File: config.mk
export PLATFORM = sky130hd
export DESIGN_NAME = systolic_skew_feeder
export DESIGN_NICKNAME = d
export VERILOG_FILES = /design/src/rtl/systolic_skew_feeder.sv
export SDC_FILE = /design/constraint.sdc
export NUM_CORES = 2
export LEC_CHECK = 0
export ABC_AREA = 0
export CORE_UTILIZATION = 45
export CTS_CLUSTER_DIAMETER = 120
export CTS_CLUSTER_SIZE = 40
export DETAILED_ROUTE_END_ITERATION = 7
export GPL_TIMING_DRIVEN = 0
export HOLD_SLACK_MARGIN = 0.1
export PLACE_DENSITY = 0.64
export RECOVER_POWER = 25
export REMOVE_ABC_BUFFERS = 1
export SYNTH_ARGS = -nofsm -noshare
export SYNTH_HDL_FRONTEND = slang
export SYNTH_SLANG_ARGS = --single-unit
File: constraint.sdc
create_clock -name clk -period 78.9 [get_ports clk]
set_input_delay 15.78 -clock clk [delete_from_list [all_inputs] [get_ports clk]]
set_output_delay 15.78 -clock clk [all_outputs]
set_load 0.01 [all_outputs]
File: src/rtl/systolic_skew_feeder.sv
// Activation feeder for a SIZE x SIZE weight-stationary systolic array.
// Buffers one matrix row by row, then replays it as a skewed wavefront (lane i lags lane 0 by i cycles).
//
// state | meaning
// LOAD  | accepting rows into the buffer, in_ready high
// FULL  | matrix complete, waiting for start
// FEED  | issuing wavefronts t = 0 .. 2*SIZE-2
// DONE  | one-cycle wrap-up, done pulse registered, back to LOAD
module systolic_skew_feeder #(
    parameter int WIDTH = 16,
    parameter int SIZE  = 10
) (
    input  logic                    clk,
    input  logic                    rst,
    input  logic                    in_valid,
    output logic                    in_ready,
    input  logic [SIZE*WIDTH-1:0]   in_row,
    input  logic                    start,
    output logic                    busy,
    output logic [SIZE*WIDTH-1:0]   feed_data,
    output logic [SIZE-1:0]         feed_valid,
    output logic                    done
);
    localparam int RW = (SIZE > 1) ? $clog2(SIZE) : 1;
    localparam int WW = (SIZE > 1) ? $clog2(2*SIZE-1) : 1;

    typedef enum logic [1:0] {LOAD, FULL, FEED, DONE} state_t;

    state_t              state, state_nxt;
    logic [RW-1:0]       row_cnt;
    logic [WW-1:0]       wave_cnt;
    logic [WIDTH-1:0]    buffer [SIZE][SIZE];
    logic [SIZE*WIDTH-1:0] lane_nxt;
    logic [SIZE-1:0]     valid_nxt;
    logic                row_last, wave_last;

    assign row_last  = (row_cnt == RW'(SIZE-1));
    assign wave_last = (wave_cnt == WW'(2*SIZE-2));
    assign in_ready  = (state == LOAD);

    always_comb begin
        state_nxt = state;
        case (state)
            LOAD:    if (in_valid && row_last) state_nxt = FULL;
            FULL:    if (start) state_nxt = FEED;
            FEED:    if (wave_last) state_nxt = DONE;
            DONE:    state_nxt = LOAD;
            default: state_nxt = LOAD;
        endcase
    end

    // Lane i shows column t-i of row i while that column exists, else an idle zero.
    always_comb begin
        lane_nxt  = '0;
        valid_nxt = '0;
        if (state == FEED) begin
            for (int i = 0; i < SIZE; i++) begin
                if (int'(wave_cnt) >= i && int'(wave_cnt) - i < SIZE) begin
                    valid_nxt[i]               = 1'b1;
                    lane_nxt[i*WIDTH +: WIDTH] = buffer[i][RW'(int'(wave_cnt) - i)];
                end
            end
        end
    end

    always_ff @(posedge clk or posedge rst) begin
        if (rst) begin
            state      <= LOAD;
            row_cnt    <= '0;
            wave_cnt   <= '0;
            busy       <= 1'b0;
            done       <= 1'b0;
            feed_data  <= '0;
            feed_valid <= '0;
        end else begin
            state      <= state_nxt;
            busy       <= (state_nxt == FEED);
            done       <= (state == DONE);
            feed_data  <= lane_nxt;
            feed_valid <= valid_nxt;
            case (state)
                LOAD: if (in_valid && !row_last) row_cnt <= row_cnt + 1'b1;
                FULL: if (start) wave_cnt <= '0;
                FEED: if (!wave_last) wave_cnt <= wave_cnt + 1'b1;
                DONE: row_cnt <= '0;
                default: ;
            endcase
        end
    end

    // Buffer survives DONE; a reload simply overwrites it row by row.
    always_ff @(posedge clk or posedge rst) begin
        if (rst) begin
            for (int r = 0; r < SIZE; r++)
                for (int c = 0; c < SIZE; c++)
                    buffer[r][c] <= '0;
        end else if (state == LOAD && in_valid) begin
            for (int c = 0; c < SIZE; c++)
                buffer[row_cnt][c] <= in_row[c*WIDTH +: WIDTH];
        end
    end
endmodule

== Yosys cells after proc, flatten, opt, wreduce, memory -nomap -nowiden ==
Cells that the tools add are included.

* Output and inout bits: 173
* Register bits after elaboration: 1783
* Input port bits: 164
* Word-level logic and storage cells: 279

* Bitwise logic cells: 11
* Magnitude comparators: 31
* Reduce and logical (&&, ||, !) cells: 19
* Eq/ne operators: 9
* Multiplexer cells: 91
* Add/subtract/negate cells: 11

{| class="wikitable"
|+ Operators with widths
! kind !! number
|-
| 1600-bit bitwise mux || 10
|-
| 160-bit demux with 4-bit select || 10
|-
| 16-bit binary-select mux with 4-bit select || 10
|-
| 16-bit two-way mux || 31
|-
| 160-bit two-way mux || 2
|-
| 32-bit by 5-bit < comparator with 1-bit output (second input constant) || 9
|-
| 144-bit two-way mux || 1
|-
| 128-bit two-way mux || 1
|-
| 112-bit two-way mux || 1
|-
| 96-bit two-way mux || 1
|-
| 80-bit two-way mux || 1
|-
| 64-bit two-way mux || 1
|-
| 4-bit by 5-bit greater-or-equal comparator with 1-bit output (second input constant) || 10
|-
| 48-bit two-way mux || 1
|-
| 4-bit NOT || 10
|-
| 32-bit two-way mux || 1
|-
| 5-bit by 3-bit subtractor with 6-bit output (second input constant) || 4
|-
| 5-bit by 3-bit greater-or-equal comparator with 1-bit output (second input constant) || 4
|-
| 1-bit logical AND || 13
|-
| 5-bit by 2-bit subtractor with 6-bit output (second input constant) || 2
|-
| 5-bit by 4-bit subtractor with 6-bit output (second input constant) || 2
|-
| 5-bit by 2-bit greater-or-equal comparator with 1-bit output (second input constant) || 2
|-
| 5-bit by 4-bit greater-or-equal comparator with 1-bit output (second input constant) || 2
|-
| 1-bit two-way mux || 10
|-
| 26 further kinds || 33
|}

== Depth between registers and ports, before layout ==
* Depth after elaboration: 15
* Gate-level depth with buffers: 14
* Mapped depth without buffers: 7

== Least setup slack after synthesis ==
Ideal clock, no wire load.

* Kind: in2reg
* From: input port in_valid
* To: register buffer[0] (netlist name)
* Buffers on the path: 2
* Library setup time: 125 ps
* Required time: 78775 ps
* Cell stages on the path: 6
* Data arrival time: 17035 ps
* Setup slack: 61741 ps
* Path through: nor2b_1 -> nand2_1 -> nor2_1 -> buf_2 -> buf_2 -> mux2_2

* Word-level cells in the longest chain between the ends: 1

{| class="wikitable"
|+ RTL lines
! element !! RTL line !! source
|-
| from (decl) || 15 || <nowiki>input logic in_valid,</nowiki>
|-
| 1-bit logical AND || 97 || <nowiki>end else if (state == LOAD && in_valid) begin</nowiki>
|-
| to (signal, indexed assignment) || 99 || <nowiki>buffer[row_cnt][c] <= in_row[c*WIDTH +: WIDTH];</nowiki>
|-
| to (decl) || 32 || <nowiki>logic [WIDTH-1:0] buffer [SIZE][SIZE];</nowiki>
|}

No other way between the ends.
A chain may end at the register's enable or synchronous reset.

==> summary.md <==
| Metric | Value |
|---|---|
| Core area | `0.1738 mm²` |
| Die area | `roughly 0.18 mm²` |
| Number of global-route vias before repair | `about 47000` |
| Post CTS Setup Buffer Count | `0` |
| Synth top area cells | `dfrtp_1 (57%), mux2_2 (24%), mux4_2 (7.6%)` |
| CP Data Arrival Time | `approximately 24 ns` |
| CP max FO | `130` |
| FP Rows | `around 150` |
| Root Buffer | `clkbuf_16` |
| Final setup violation count | `0` |
| Largest net degree at the start of global routing | `around 130` |
| Worst-skew pair later-pin latency | `~0.76 ns` |
| Starting Density | `a little under half` |
| Yosys synthesis warning count | `0` |
| Static Leak | `around 38 nW` |
| Count leader, synth | `dfrtp_1` |
| Input/output buffers | `roughly 340` |
| Max H-tree Level | `2` |
| Post-Synth Adder-Cell Area | `less than 1%` |
| Seq cells post-synth | `~1800` |
| Max-cap violations | `36` |
| Power Density | `~38 mW/mm²` |
| Synth Cell Area | `about 0.08 mm²` |
| Final period util | `a little under a third` |
| DRT Pass-1 Iters | `5` |
| GRT Util Overall | `a little over a quarter` |
| Highest clock rate | `slightly below 40 MHz` |
| Maximum vdd ir drop | `0.00004179 V` |
| DP Area | `0.08636 mm²` |
| Vias per Instance | `about 6` |
| CP startpoint kind | `input port` |
| Worst setup margin | `53.70 ns` |
| Die Width | `between 400 and 500 µm` |
| CP Class | `in2async` |
| Clk slew on worst S/H paths | `around 0.14 ns` |
| Failing checks | `capacitance limit, slew limit` |
| Synth Area in Compound Gates | `3.110%` |
| Top FF cell, synth | `dfrtp_1` |
| Syn Area/Cell | `approximately 15 µm²` |
| Least-Margin Pin Slew | `7.036 ns` |
| Clock Skew | `0.03120 ns` |
| Worst slack, placed | `approximately 60 ns` |
| Distinct cells, synth | `59` |
| Synth top cells by count | `dfrtp_1 (1783), mux2_2 (1648), mux4_2 (265)` |
| Worst path bufs/invs | `3` |
| Req. time, crit path | `78.09 ns` |
| Final instance area | `between 0.08 and 0.09 mm²` |
| # resized after CTS | `0` |
| Hold_buf cts | `0` |
| Routed len/inst | `about 30 µm` |
| Crit-path cells | `dlygate4sd3_1 -> clkinvlp_2 -> clkbuf_1` |
| Mux cell area share after synthesis | `between 30 and 40%` |
| Async SR Flop Fraction | `100.0%` |
| XOR/XNOR share of the synthesized area | `less than 1%` |
| DR vias | `45520` |
| Worst slew margin | `-369.1%` |
| Sink Count | `between 1500 and 2000` |
| First-pass GRT wire length | `around 340 mm` |
| Fill count | `approximately 15000` |
| Max stage delay on crit path | `between 5 and 6 ns` |
| Initial DRC count | `3893` |
| Max-slew violations | `around 1400` |
| Post-synth top area share | `between 50 and 60%` |
| Synth Instances | `around 5300` |
| TritonCTS clock tree | `yes` |
| Final worst path period need | `between 20 and 30 ns` |
| Share of layout cells above drive strength 1 | `39.49%` |
| EDFF count, synth | `0` |
| Fin. Hold Viols | `0` |
| Largest family of logic cells by synthesized area | `multiplexers` |
| Classification of the worst-slack hold path | `reg2reg` |
| Final GP Congestion | `0.7595` |
| Area delta synth->final | `10.23%` |
| CP delay by family, top | `buffers and inverters` |
| DRC errors left | `0` |
| Clock Path Buffers | `3` |
| Simple-gate share of the synthesized area | `between 2 and 2.5%` |
| Remaining Overflow, GRT | `0` |
| Num CTS Buffers | `51` |
| Nets | `5533` |
| Chip height | `420.5 µm` |
| Leading area contributor after synthesis | `dfrtp_1` |
| Initial antenna violation count | `22` |
| Worst setup EP type | `asynchronous set/reset pin` |
| Routed Antenna Nets | `0` |
| Post-detail-place hpwl | `153.1 mm` |
| Total negative slack | `0 ns` |
| Run status | `finished with violations` |
| Routed wire length | `roughly 230 mm` |
| Slowest stage cell, crit path | `clkbuf_1` |
| Boundary Pins | `roughly 340` |
| Register area share after synthesis | `a little under three fifths` |
| RSZ-0062 raised after global routing | `no` |
==> stage by stage <==
step	hold slack [ns]	power, mW	instances	utilization [%]
after global routing	0.5254	3.492	7688	49.97
final	0.5060	3.334	7692	49.97
after detailed placement	0.4761	2.975	7620	49.68
after CTS	0.5095	3.371	7683	50.50
after global placement	0.4688	3.173	7483	47.65
after floorplan	0.4592	2.562	4822	-
==> per-layer routing <==
layer  GRT usage, %  wire length, µm
met1          36.06            97660
met2          43.03           112000
met3          2.770            10820
met4          9.923            10350
met5              0                0
==> registers in the layout, summed over array words and instances, names as in the netlist <==
signal,count
buffer,1600
busy,1
state,2
row_cnt,4
wave_cnt,5
feed_valid,10
feed_data,160
done,1
==> cells by family after synthesis <==
group / after synthesis
adders and majority gates: 21
xor gates and xnor gates: 15
DFF: 1783
muxes: 2152
and+or+nand+nor: 444
AOI/OAI and AO/OA: 364
buffers and inverters: 547
==> path summary, 6_finish.rpt <==
check                                    startpoint                        to  slack (ns)  cells after the start
max                                             rst   buffer[434]$_DFFE_PP0P_       53.70                      3
min                        buffer[1348]$_DFFE_PP0P_  buffer[1348]$_DFFE_PP0P_        0.51                      1
max reg2reg                 wave_cnt[1]$_DFFE_PP0P_  feed_data[108]$_DFF_PP0_       61.36                     12
min reg2reg                buffer[1348]$_DFFE_PP0P_  buffer[1348]$_DFFE_PP0P_        0.51                      1
max in group clk                           in_valid   buffer[503]$_DFFE_PP0P_       58.73                      6
min in group asynchronous                       rst   feed_data[19]$_DFF_PP0_       17.00                      2
==> power breakdown <==
| part | switching, mW | internal [mW] |
|---|---|---|
| sequential | 0.188 | 1.27 |
| combinational | 0.717 | 0.754 |
| clock | 0.278 | 0.125 |
| total | 1.18 | 2.15 |
==> cell type report <==
cell class | count | area [µm²] | share of cell area [%]
sequential | 1783 | 44630 | 51.38
multi-input combinational | 2996 | 31970 | 36.81
timing repair buffer | 473 | 5752 | 6.621
tap | 2325 | 2909 | 3.349
clock buffer | 54 | 1297 | 1.494
inverter | 43 | 165.2 | 0.1901
clock inverter | 9 | 117.6 | 0.1354
antenna | 9 | 22.52 | 0.02593
==> layout by cell type (no fill, tap or decap), drive strengths merged, types with 4 or more instances in the layout <==
master	count
ha	21
o31ai	4
a211oi	4
mux2	1690
clkbuf	93
a31oi	7
a32oi	14
a22oi	62
xnor2	12
a21oi	96
nand2	199
and3	23
a22o	8
mux2i	197
buf	98
and2	26
clkdlybuf4s50	333
nor2b	14
nand3	30
diode	9
inv	48
o21ai	51
o22ai	35
o21a	33
nor2	127
mux4	265
o22a	23
nor3	6
dfrtp	1783
nand2b	9
o32a	8
Power figures use the tool's default switching activity.
